## src/rtl/wall_drawer.sv

```systemverilog
// wall_drawer: erases the previously drawn wall column band, then draws the
// wall at the newly latched position with a background-coloured hole.
// One pixel per cycle, column-outer / row-inner scan, fixed cycle count.
//
// Handshake: start is a one-cycle request honoured only in IDLE (busy=0);
// requests while busy are dropped, not queued. done pulses for exactly one
// cycle when the redraw finishes, and plot qualifies x_out/y_out/colour in
// the cycle it is high.
module wall_drawer #(
  parameter int         WALL_W      = 4,
  parameter int         HOLE_H      = 40,
  parameter int         SCREEN_W    = 160,
  parameter int         SCREEN_H    = 120,
  parameter logic [2:0] WALL_COLOUR = 3'b010,
  parameter logic [2:0] BG_COLOUR   = 3'b000
) (
  input  logic       clk,
  input  logic       reset,
  input  logic       start,
  input  logic [7:0] wall_x,
  input  logic [7:0] hole_y,
  output logic [7:0] x_out,
  output logic [6:0] y_out,
  output logic [2:0] colour,
  output logic       plot,
  output logic       busy,
  output logic       done,
  output logic [1:0] state_dbg
);

  localparam int CW = (WALL_W > 1) ? $clog2(WALL_W) : 1;
  localparam logic [CW-1:0] COL_LAST = CW'(WALL_W - 1);
  localparam logic [6:0]    ROW_LAST = 7'(SCREEN_H - 1);

  typedef enum logic [1:0] {IDLE, ERASE, DRAW, DONE} state_t;

  state_t        state, state_nxt;
  logic [CW-1:0] col;
  logic [6:0]    row;
  logic [7:0]    old_x, new_x, new_y;
  logic          old_valid;

  logic          scanning;
  logic          last_pixel;
  logic [7:0]    base_x;
  logic [7:0]    x_pix;
  logic [8:0]    hole_end;
  logic          in_hole;

  assign scanning   = (state == ERASE) || (state == DRAW);
  assign last_pixel = (col == COL_LAST) && (row == ROW_LAST);

  // Next-state decode: scan phases end on the last pixel of the band.
  always_comb begin
    state_nxt = state;
    case (state)
      IDLE:  if (start) state_nxt = old_valid ? ERASE : DRAW;
      ERASE: if (last_pixel) state_nxt = DRAW;
      DRAW:  if (last_pixel) state_nxt = DONE;
      DONE:  state_nxt = IDLE;
      default: state_nxt = IDLE;
    endcase
  end

  // State register, scan counters and latched wall positions.
  always_ff @(posedge clk) begin
    if (reset) begin
      state     <= IDLE;
      col       <= '0;
      row       <= '0;
      old_x     <= '0;
      new_x     <= '0;
      new_y     <= '0;
      old_valid <= 1'b0;
    end else begin
      state <= state_nxt;
      case (state)
        IDLE: begin
          if (start) begin
            new_x <= wall_x;
            new_y <= hole_y;
            col   <= '0;
            row   <= '0;
          end
        end
        ERASE, DRAW: begin
          // Counters wrap to zero on the last pixel, ready for the next phase.
          if (row == ROW_LAST) begin
            row <= '0;
            col <= (col == COL_LAST) ? '0 : col + 1'b1;
          end else begin
            row <= row + 1'b1;
          end
        end
        DONE: begin
          old_x     <= new_x;
          old_valid <= 1'b1;
        end
        default: ;
      endcase
    end
  end

  // Pixel decode from registered state/counters only. The hole bound uses a
  // 9-bit sum so a hole running off the bottom is clipped rather than wrapped;
  // the column sum deliberately wraps mod 256 and is then clipped by plot.
  always_comb begin
    base_x   = (state == ERASE) ? old_x : new_x;
    x_pix    = base_x + 8'(col);
    hole_end = {1'b0, new_y} + 9'(HOLE_H);
    in_hole  = ({2'b00, row} >= {1'b0, new_y}) && ({2'b00, row} < hole_end);

    x_out  = '0;
    y_out  = '0;
    colour = '0;
    plot   = 1'b0;
    if (scanning) begin
      x_out  = x_pix;
      y_out  = row;
      colour = ((state == DRAW) && !in_hole) ? WALL_COLOUR : BG_COLOUR;
      plot   = ({1'b0, x_pix} < 9'(SCREEN_W));
    end
  end

  // Status outputs.
  always_comb begin
    busy      = (state != IDLE);
    done      = (state == DONE);
    state_dbg = state;
  end

endmodule

```

## config.mk

```make
export PLATFORM = sky130hd
export DESIGN_NAME = wall_drawer
export DESIGN_NICKNAME = d
export VERILOG_FILES = /design/src/rtl/wall_drawer.sv
export SDC_FILE = /design/constraint.sdc
export NUM_CORES = 1
export LEC_CHECK = 0
export ABC_AREA = 1
export CELL_PAD_IN_SITES_DETAIL_PLACEMENT = 1
export CELL_PAD_IN_SITES_GLOBAL_PLACEMENT = 2
export CORE_MARGIN = 5
export CORE_UTILIZATION = 26
export DETAILED_ROUTE_END_ITERATION = 10
export PLACE_DENSITY_LB_ADDON = 0.1
export SLEW_MARGIN = 5
export SYNTH_ARGS = -nofsm -noshare
export SYNTH_HDL_FRONTEND = slang
export SYNTH_SLANG_ARGS = --single-unit
```

## constraint.sdc

```tcl
create_clock -name clk -period 2.3 [get_ports clk]
set_input_delay 0.345 -clock clk [delete_from_list [all_inputs] [get_ports clk]]
set_output_delay 0.345 -clock clk [all_outputs]
set_load 0.02 [all_outputs]
```

==> metrics.cfg, run 1 <==
[layout]
area_delta_synth_final_pct=45.2
nets=460
antenna_cells=0
drive_gt1_share_pct=27.6
fin_area_um2=3340

[power]
pwr-share-clk_pct=14.2
seqPwrFrac_pct=26.3
pwr-share-comb_pct=59.5
irDropWorstVdd_uv=301
net-switching-power_mw=1.47
netSwitchingFraction_pct=44.5
power_density_nw_per_um2=987
p_leak_nw=1.59
p_int_mw=1.83

[run_status]
status=finished with violations
violations=setup timing

[clocking]
clock_sinks=36
insertion_delay_ps=280
clock_path_buffers=2
h-tree-depth=2
path_clk_slew_ps=80
ctsRootBufferMaster=clkbuf_8
cts_tree=done
cts_buffers=5

[critical_path]
setup.worst_path.start=state_dbg[1]
timing.critical_path.arrival_ps=2180
crit_fanout=5
path_cells=inv_4, ha_4, inv_2, nand2_1, nand2_1, ha_2, inv_2, fa_2, inv_4, nand3_2, nand2_2, nand2_2, a21oi_4, buf_6
critPathLaunchType=flop
worst-setup-path-type=flop to output pin
critPathSlowestCell=dfxtp_4
crit_path_end_kind=output pin
required_ps=1960
rr_startpoint=state_dbg[0]
worst_path_largest_cell_delay_ps=360

[die]
die_w_um=104
num_io_pins=42
rows=34
core_area_um2=8680
die_y_um=104
die_area_um2=10800
start_util_pct=26.5

[sta]
relSlewSlack_pct=64.5
finalCritPeriodShare_pct=110
max_freq_mhz=396
worst_pin_slew_ps=526
hold_viol=0
rsz0062_at_grt=true
tns_ps=-916
finalClockSkew_ps=2.43
setup_viol=7
fin_ws_ps=-226
post-route-min-period_ps=2530
slew_viol_final=0

[synthesis]
synthMostInstantiatedCell=nand2_1
ys.flop_type=dfxtp_1
synthTopCellsByArea=dfxtp_1, ha_1, nand2_1
synth_area_per_cell_um2=6.79
syn_area_um2=2300
synth-seq-area-share_pct=31.3
synth_top_cell_by_area=dfxtp_1
async_reset_ff_share_pct=0
yosysTopAreaCellShare_pct=31.3
ys_types=30
synth_cells=339
ys_warn_count=0
synth_edf_count=0
ys_ff_latch=36
ys_top_cells_by_count=nand2_1, inv_1, a21oi_1

[global_routing]
grt_pass1_wl_um=11200
grt_use_met1_pct=17.5
grt_max_degree=31
grt.busiest_layer=met2
grt_pass1_vias=2326
antenna_found_initial=0
use_met2_pct=19.5
grt.total_usage_pct=12.4
met3_usage_pct=2.67
overflow=0

[place]
post_dp_cell_area_um2=3130
place_ws_ps=-438
io_buffers=39
gp_congestion=0.752
dp_hpwl_um=5270

[routing]
vias=2322
drt_iter0_drc=41
ant_nets=0
drc=0
wl_um=6660
drtPass1Iterations=3
post_drt_wl_per_cell_um=12.6
vias_per_cell=4.40

[min_path]
hp-class=flop to flop
min_from=new_y[2]

[run]
maxCapViolations=0

power groups by stage:
stage / clock, mW / sequential (mW) / combinational, mW
after floorplan: 0 / 0.880 / 1.09
after global placement: 0 / 0.865 / 1.86
after detailed placement: 0 / 0.870 / 1.87
after CTS: 0.490 / 0.857 / 1.93
after global routing: 0.523 / 0.881 / 2.22
final: 0.469 / 0.866 / 1.96
metal layers:
metal  vias to the layer above  part of all wire [%]
met5                         -                     0
met4                         0                  0.83
met3                         4                   3.3
met2                        33                    43
met1                      1049                    53
li1                       1236                     -
worst max-delay path: cells and delay by family, from the launching register on:
family | cells | cell delay (ps)
adders and majority gates | 3 | 720
and+or+nand+nor | 5 | 360
AOI/OAI and AO/OA | 1 | 120
DFF | 1 | 360
buffers and inverters | 5 | 350
registers in the layout, summed over array words and instances, names as in the netlist:
| signal | cells |
|---|---|
| row | 7 |
| col | 2 |
| new_y | 8 |
| new_x | 8 |
| state_dbg | 2 |
| old_x | 8 |
| old_valid | 1 |
layout make-up:
type / count / area, µm²
fillers: 1107 / 5340
multi-input cells: 242 / 1480
flip-flops and latches: 36 / 733
repair buffers: 82 / 699
inverters: 52 / 203
well taps: 108 / 135
clock buffers: 5 / 68.8
clock inverters: 3 / 22.5
timing repair:
item                                    4_1_cts  5_1_grt
endpoints found under the setup margin       17        9
gates resized for setup                      70       24
hold buffers                                  0        0
buffers inserted                              0        1
pin swaps                                     7       13
gates cloned                                  0        0
kinds of logic after synthesis:
kind of cell / after synthesis / synth area share, %
fa+ha+maj: 22 / 12.3
flops: 36 / 31.3
xor+xnor: 6 / 2.28
other cells: 1 / 0.163
mux: 1 / 0.435
simple gates: 135 / 25.0
buf+inv: 62 / 10.9
compound gates: 76 / 17.7
placed cells by master (no fill, tap or decap), types with 3 or more instances in the layout:
cell type,instances
o21ai_2,4
a21oi_2,5
nand2_1,61
nor3_1,3
a21oi_1,33
ha_4,4
nand2_2,15
clkdlybuf4s50_1,22
inv_1,43
nor2_1,33
buf_4,47
inv_4,4
xor2_1,4
dfxtp_1,32
o21ai_0,28
dlygate4sd2_1,8
nor2_4,4
nand3_2,3
ha_1,16
nand3_1,10
buf_6,5
dfxtp_4,3
clkbuf_8,5
inv_2,6
per-stage QoR:
step / util, % / total power [mW] / hold slack, ps / instances
3_3_place_gp: 36.1 / 2.72 / 456 / 519
2_1_floorplan: - / 1.97 / 414 / 340
4_1_cts: 37.5 / 3.28 / 471 / 527
3_5_place_dp: 36.1 / 2.74 / 458 / 519
5_1_grt: 38.5 / 3.62 / 497 / 528
6_report: 38.5 / 3.30 / 462 / 528
path summary, 6_finish.rpt:
kind | to | slack [ps] | cells past startpoint
worst max-delay path | plot | -230 | 14
worst max register to register | row[5] | 340 | 11
worst min register to register | new_y[2] | 460 | 2
worst min-delay path | new_y[2] | 460 | 2
Power figures use the tool's default switching activity.
==> inputs of run 2 (changes only) <==
Settings changed: CAP_MARGIN from default to 20, SETUP_SLACK_MARGIN from default to 0.4.
==> run 2 against run 1 <==
Effect of this change: register-to-register slack gained 30 ps; largest power group unchanged; sequential share of layout area shrank 2.0 points; wire length grew 5.5%; non-clock buffer count grew 11; clock-buffer cell count is the same; critical path type unchanged; the flow still finishes with violations (setup timing); clock power grew 26%; total power grew 17%; final area grew 10%; global-route usage grew 1.2 points.
==> metrics.cfg, run 2 (same netlist as run 1, synthesis figures left out) <==
[routing]
drtPass1Iterations=4
wl_um=7020
post_drt_wl_per_cell_um=13.0
vias_per_cell=4.51
drt_iter0_drc=61
ant_nets=0
drc=0
vias=2433

[critical_path]
crit_path_end_kind=output pin
r2r-end=row[5]
crit_fanout=6
ff2ff_setup_slack_ps=370
critPathLaunchType=flop
required_ps=1960
rr_startpoint=state_dbg[0]
rr_worst_depth=13
timing.critical_path.arrival_ps=2100
worst-setup-path-type=flop to output pin

[layout]
drive_gt1_share_pct=39.0
fillCellCount=1092
nets=471
final_cell_mix=buf_4, nand2_1, inv_1, nor2_1
area_delta_synth_final_pct=60.1
seq_area_um2=736
antenna_cells=0
reg.largest.list=new_x x8, new_y x8, old_x x8
layout_commonest_cell=buf_4
post-route-util_pct=42.5
multi_input_area_um2=1650
stdcell_count=539

[die]
num_io_pins=42
core_area_um2=8680
start_util_pct=26.5
die_y_um=104
die_area_um2=10800
die_w_um=104
rows=34

[place]
placed_cells=519
dp_hpwl_um=5350
gp_congestion=0.736
place_ws_ps=-394
io_buffers=39

[sta]
setup_viol=7
tns_ps=-691
post-route-min-period_ps=2450
slew_viol_final=0
hold_viol=0
finalClockSkew_ps=5.93
max_freq_mhz=409
finalCritPeriodShare_pct=106
rsz0062_at_grt=true
fin_ws_ps=-148

[min_path]
hp-class=flop to flop
whs_path_depth=2
whs_endpoint=new_y[1]
min_from=new_y[1]

[clocking]
path_clk_slew_ps=80
cts_tree=done
clock_path_buffers=2
ctsRootBufferMaster=clkbuf_8
clock_sinks=36
cts_buffers=5
h-tree-depth=2
insertion_delay_ps=300

[global_routing]
antenna_found_initial=0
grt.total_usage_pct=13.6
grt_max_degree=31
overflow=0
grt_pass1_vias=2491
grt_pass1_wl_um=12100

[power]
p_leak_nw=1.75
power_density_nw_per_um2=1050
power_mw=3.88
irDropWorstVdd_uv=333

[run]
maxCapViolations=0

[run_status]
status=finished with violations
violations=setup timing

[run 2: changes by cell type in the layout (fill, tap and decap cells not counted), sizes merged]
| cell | change |
|---|---|
| dlygate4sd2 | -6 |
| clkdlybuf4s50 | -3 |
| buf | +20 |
| clkinvlp | -1 |
| bufinv | +1 |
| inv | +1 |
| clkinv | -1 |
[run 2: per-stage QoR]
stage / area [µm²] / hold slack (ps)
global placement: 3170 / 453
CTS: 3540 / 474
detailed placement: 3170 / 463
finish: 3680 / 466
global route: 3680 / 505
floorplan: 2380 / 414
[run 2: how the worst max path moves through the flow]
stage | depth (start not counted) | to | startpoint | slack [ps]
after floorplan | 13 | plot | state_dbg[1] | 60
after global placement | 14 | plot | state_dbg[1] | -350
after detailed placement | 14 | plot | state_dbg[1] | -390
after CTS | 14 | plot | state_dbg[1] | -160
after global routing | 14 | x_out[5] | state_dbg[1] | -300
final | 14 | plot | state_dbg[1] | -150
[run 2: report_power, final]
part	switching, mW	internal [mW]	leakage (nW)	total [mW]
clock	0.264	0.328	0.0591	0.592
combinational	1.32	1.09	1.40	2.41
sequential	0.0954	0.775	0.298	0.871
[run 2: worst max-delay path, stage by stage (launching register included)]
cell     delay (ps)
dfxtp_4         360
inv_4            60
ha_4            180
nand2_1          80
nand2_2          80
ha_4            130
inv_2            40
fa_2            350
inv_4            90
nand3_2          70
nand2_2          80
nand2_2          60
nand2_2          70
a21oi_4          50
buf_6           120
[run 2: final cells by class]
type / count / area share [%]
inverters: 52 / 5.77
clock inverters: 3 / 1.22
well taps: 108 / 3.67
flip-flops and latches: 36 / 20.0
clock buffers: 5 / 1.87
repair buffers: 93 / 22.8
multi-input cells: 242 / 44.7
[run 2: metal layers]
layer	vias up	GRT usage [%]	wire, µm
met5	-	0	0
met4	0	3.61	77
met3	6	2.98	223
met2	32	21.9	3240
met1	1135	18.4	3480
li1	1260	-	-
[run 2: what timing repair did]
item / in CTS / in global routing
hold buffers: 0 / 0
hold endpoints to repair: 0 / 0
setup endpoints to repair: 28 / 24
resized for setup: 156 / 32
pin swaps: 24 / 14
setup buffers: 12 / 0
==> inputs of run 3 (changes only) <==
Settings changed: CORE_ASPECT_RATIO from default to 0.9.
==> run 3 against run 2 <==
Effect of this change: the run still ends with setup timing left; total power up 0.49%; flip-flop and latch count unchanged; register-to-register slack about the same; largest cell class unchanged; highest routed layer unchanged.
==> metrics.cfg, run 3 (same netlist as run 1, synthesis figures left out) <==
[routing]
dr_wl_met3_um=223
drc=0
vias=2433
route.met2.wl_um=3030
drtPass1Iterations=4
highest-signal-layer=met4
ant_nets=0
vias_per_cell=4.40
drt_iter0_drc=79
wl_um=7060
post_drt_wl_per_cell_um=12.8
wl_met1_um=3750

[critical_path]
path_cells=inv_4, ha_4, inv_2, nand2_2, nand2_2, ha_4, inv_2, fa_2, inv_4, nand3_2, nand2_2, nand2_2, a21oi_4, buf_6
critPathLaunchType=flop
timing.critical_path.arrival_ps=2090
worst_path_largest_cell_delay_ps=370
critPathSlowestCell=dfxtp_4
critical_path.top_delay_family=adder cells
crit_path_end_kind=output pin
worst-setup-path-type=flop to output pin
cp_common_cell=nand2_2
crit_fanout=5
crit_buf_inv=5
required_ps=1960

[place]
placed_cells=530
dp_hpwl_um=5400
gp_congestion=0.738
io_buffers=39
place_ws_ps=-407
post_dp_cell_area_um2=3190

[power]
power_density_nw_per_um2=1050
pwr-share-comb_pct=63.4
pwr-share-clk_pct=14.2
netSwitchingFraction_pct=43.3
seqPwrFrac_pct=22.4
power_mw=3.89
irDropWorstVdd_uv=342
net-switching-power_mw=1.68
p_int_mw=2.21
p_leak_nw=1.75

[die]
rows=32
core_area_um2=8610
die_area_um2=10800
die_w_um=109
die_y_um=99.2
num_io_pins=42
start_util_pct=26.7

[sta]
slew_viol_final=0
finalClockSkew_ps=7.05
finalCritPeriodShare_pct=106
post-route-min-period_ps=2440
fin_ws_ps=-140
hold_viol=0
rsz0062_at_grt=true
max_freq_mhz=410
setup_viol=6

[clocking]
path_clk_slew_ps=90
clock_sinks=36
cts_tree=done
cts_buffers=5
clock_path_buffers=2
h-tree-depth=2
ctsRootBufferMaster=clkbuf_8
insertion_delay_ps=290

[layout]
reg.largest.list=new_x x8, new_y x8, old_x x8
area_delta_synth_final_pct=60.9
antenna_cells=0
stdcell_count=553
drive_gt1_share_pct=38.7
layout_commonest_cell=nand2_1
nets=474
final_cell_mix=nand2_1, buf_4, inv_1
post-route-util_pct=43.0
fin_area_um2=3700

[run]
maxCapViolations=0

[global_routing]
grt_max_degree=31
grt_pass1_vias=2443
grt_pass1_wl_um=12100
antenna_found_initial=0
overflow=0
grt.total_usage_pct=14.0

[run_status]
violations=setup timing
status=finished with violations

[min_path]
hp-class=flop to flop

## run 3: changes by cell type in the layout (fill, tap and decap cells not counted), sizes merged
cell,before,now
buf,72,74
bufinv,1,0
clkbuf,5,6
clkdlybuf4s50,19,20
clkinv,0,1
inv,54,53
## run 3: stage by stage
| stage | hold slack, ps | TNS [ps] |
|---|---|---|
| finish | 474 | -562 |
| global route | 510 | -1380 |
| CTS | 476 | -751 |
| detailed placement | 463 | -2290 |
| global placement | 456 | -1870 |
| floorplan | 414 | 0 |
## run 3: final timing paths
path	start	to	slack [ps]	cells past startpoint
setup / recovery	state_dbg[1]	plot	-140	14
hold / removal	new_y[2]	new_y[2]	470	2
setup reg to reg	state_dbg[1]	row[5]	380	12
hold reg to reg	new_y[2]	new_y[2]	470	2
## run 3: repair_timing
item / in CTS / in global routing
pin swaps: 20 / 15
hold buffers: 0 / 0
endpoints found under the hold margin: 0 / 0
endpoints found under the setup margin: 28 / 23
gates resized for setup: 132 / 54
buffers inserted: 10 / 5
## run 3: final cells by class
cell class,instances,area [µm²]
Fill cell,1058,4910
Multi-Input combinational cell,242,1610
Timing Repair Buffer,96,882
Sequential cell,36,734
Inverter,52,215
Tap cell,119,149
Clock buffer,6,93.8
Clock inverter,2,15.0
## run 3: worst register-to-register path: cells and delay by family, from the launching register on
kind / cells / cell delay (ps)
AO/OA/AOI/OAI: 1 / 200
XOR/XNOR: 1 / 140
AND/OR/NAND/NOR: 3 / 240
adder cells (fa/ha/maj): 1 / 290
buffers and inverters: 6 / 600
flip-flops: 1 / 370
## run 3: per-layer routing
metal  vias to the layer above  GRT usage (%)
li1                       1266              -
met4                         0           2.62
met1                      1124           20.6
met5                         -              0
met3                         4           2.60
met2                        39           21.4
## run 3: power by group through the flow
stage / logic, mW / clock network (mW) / registers, mW
floorplan: 1.14 / 0 / 0.883
finish: 2.47 / 0.552 / 0.873
CTS: 2.23 / 0.579 / 0.869
global placement: 1.91 / 0 / 0.868
global route: 2.74 / 0.602 / 0.894
detailed placement: 1.94 / 0 / 0.872
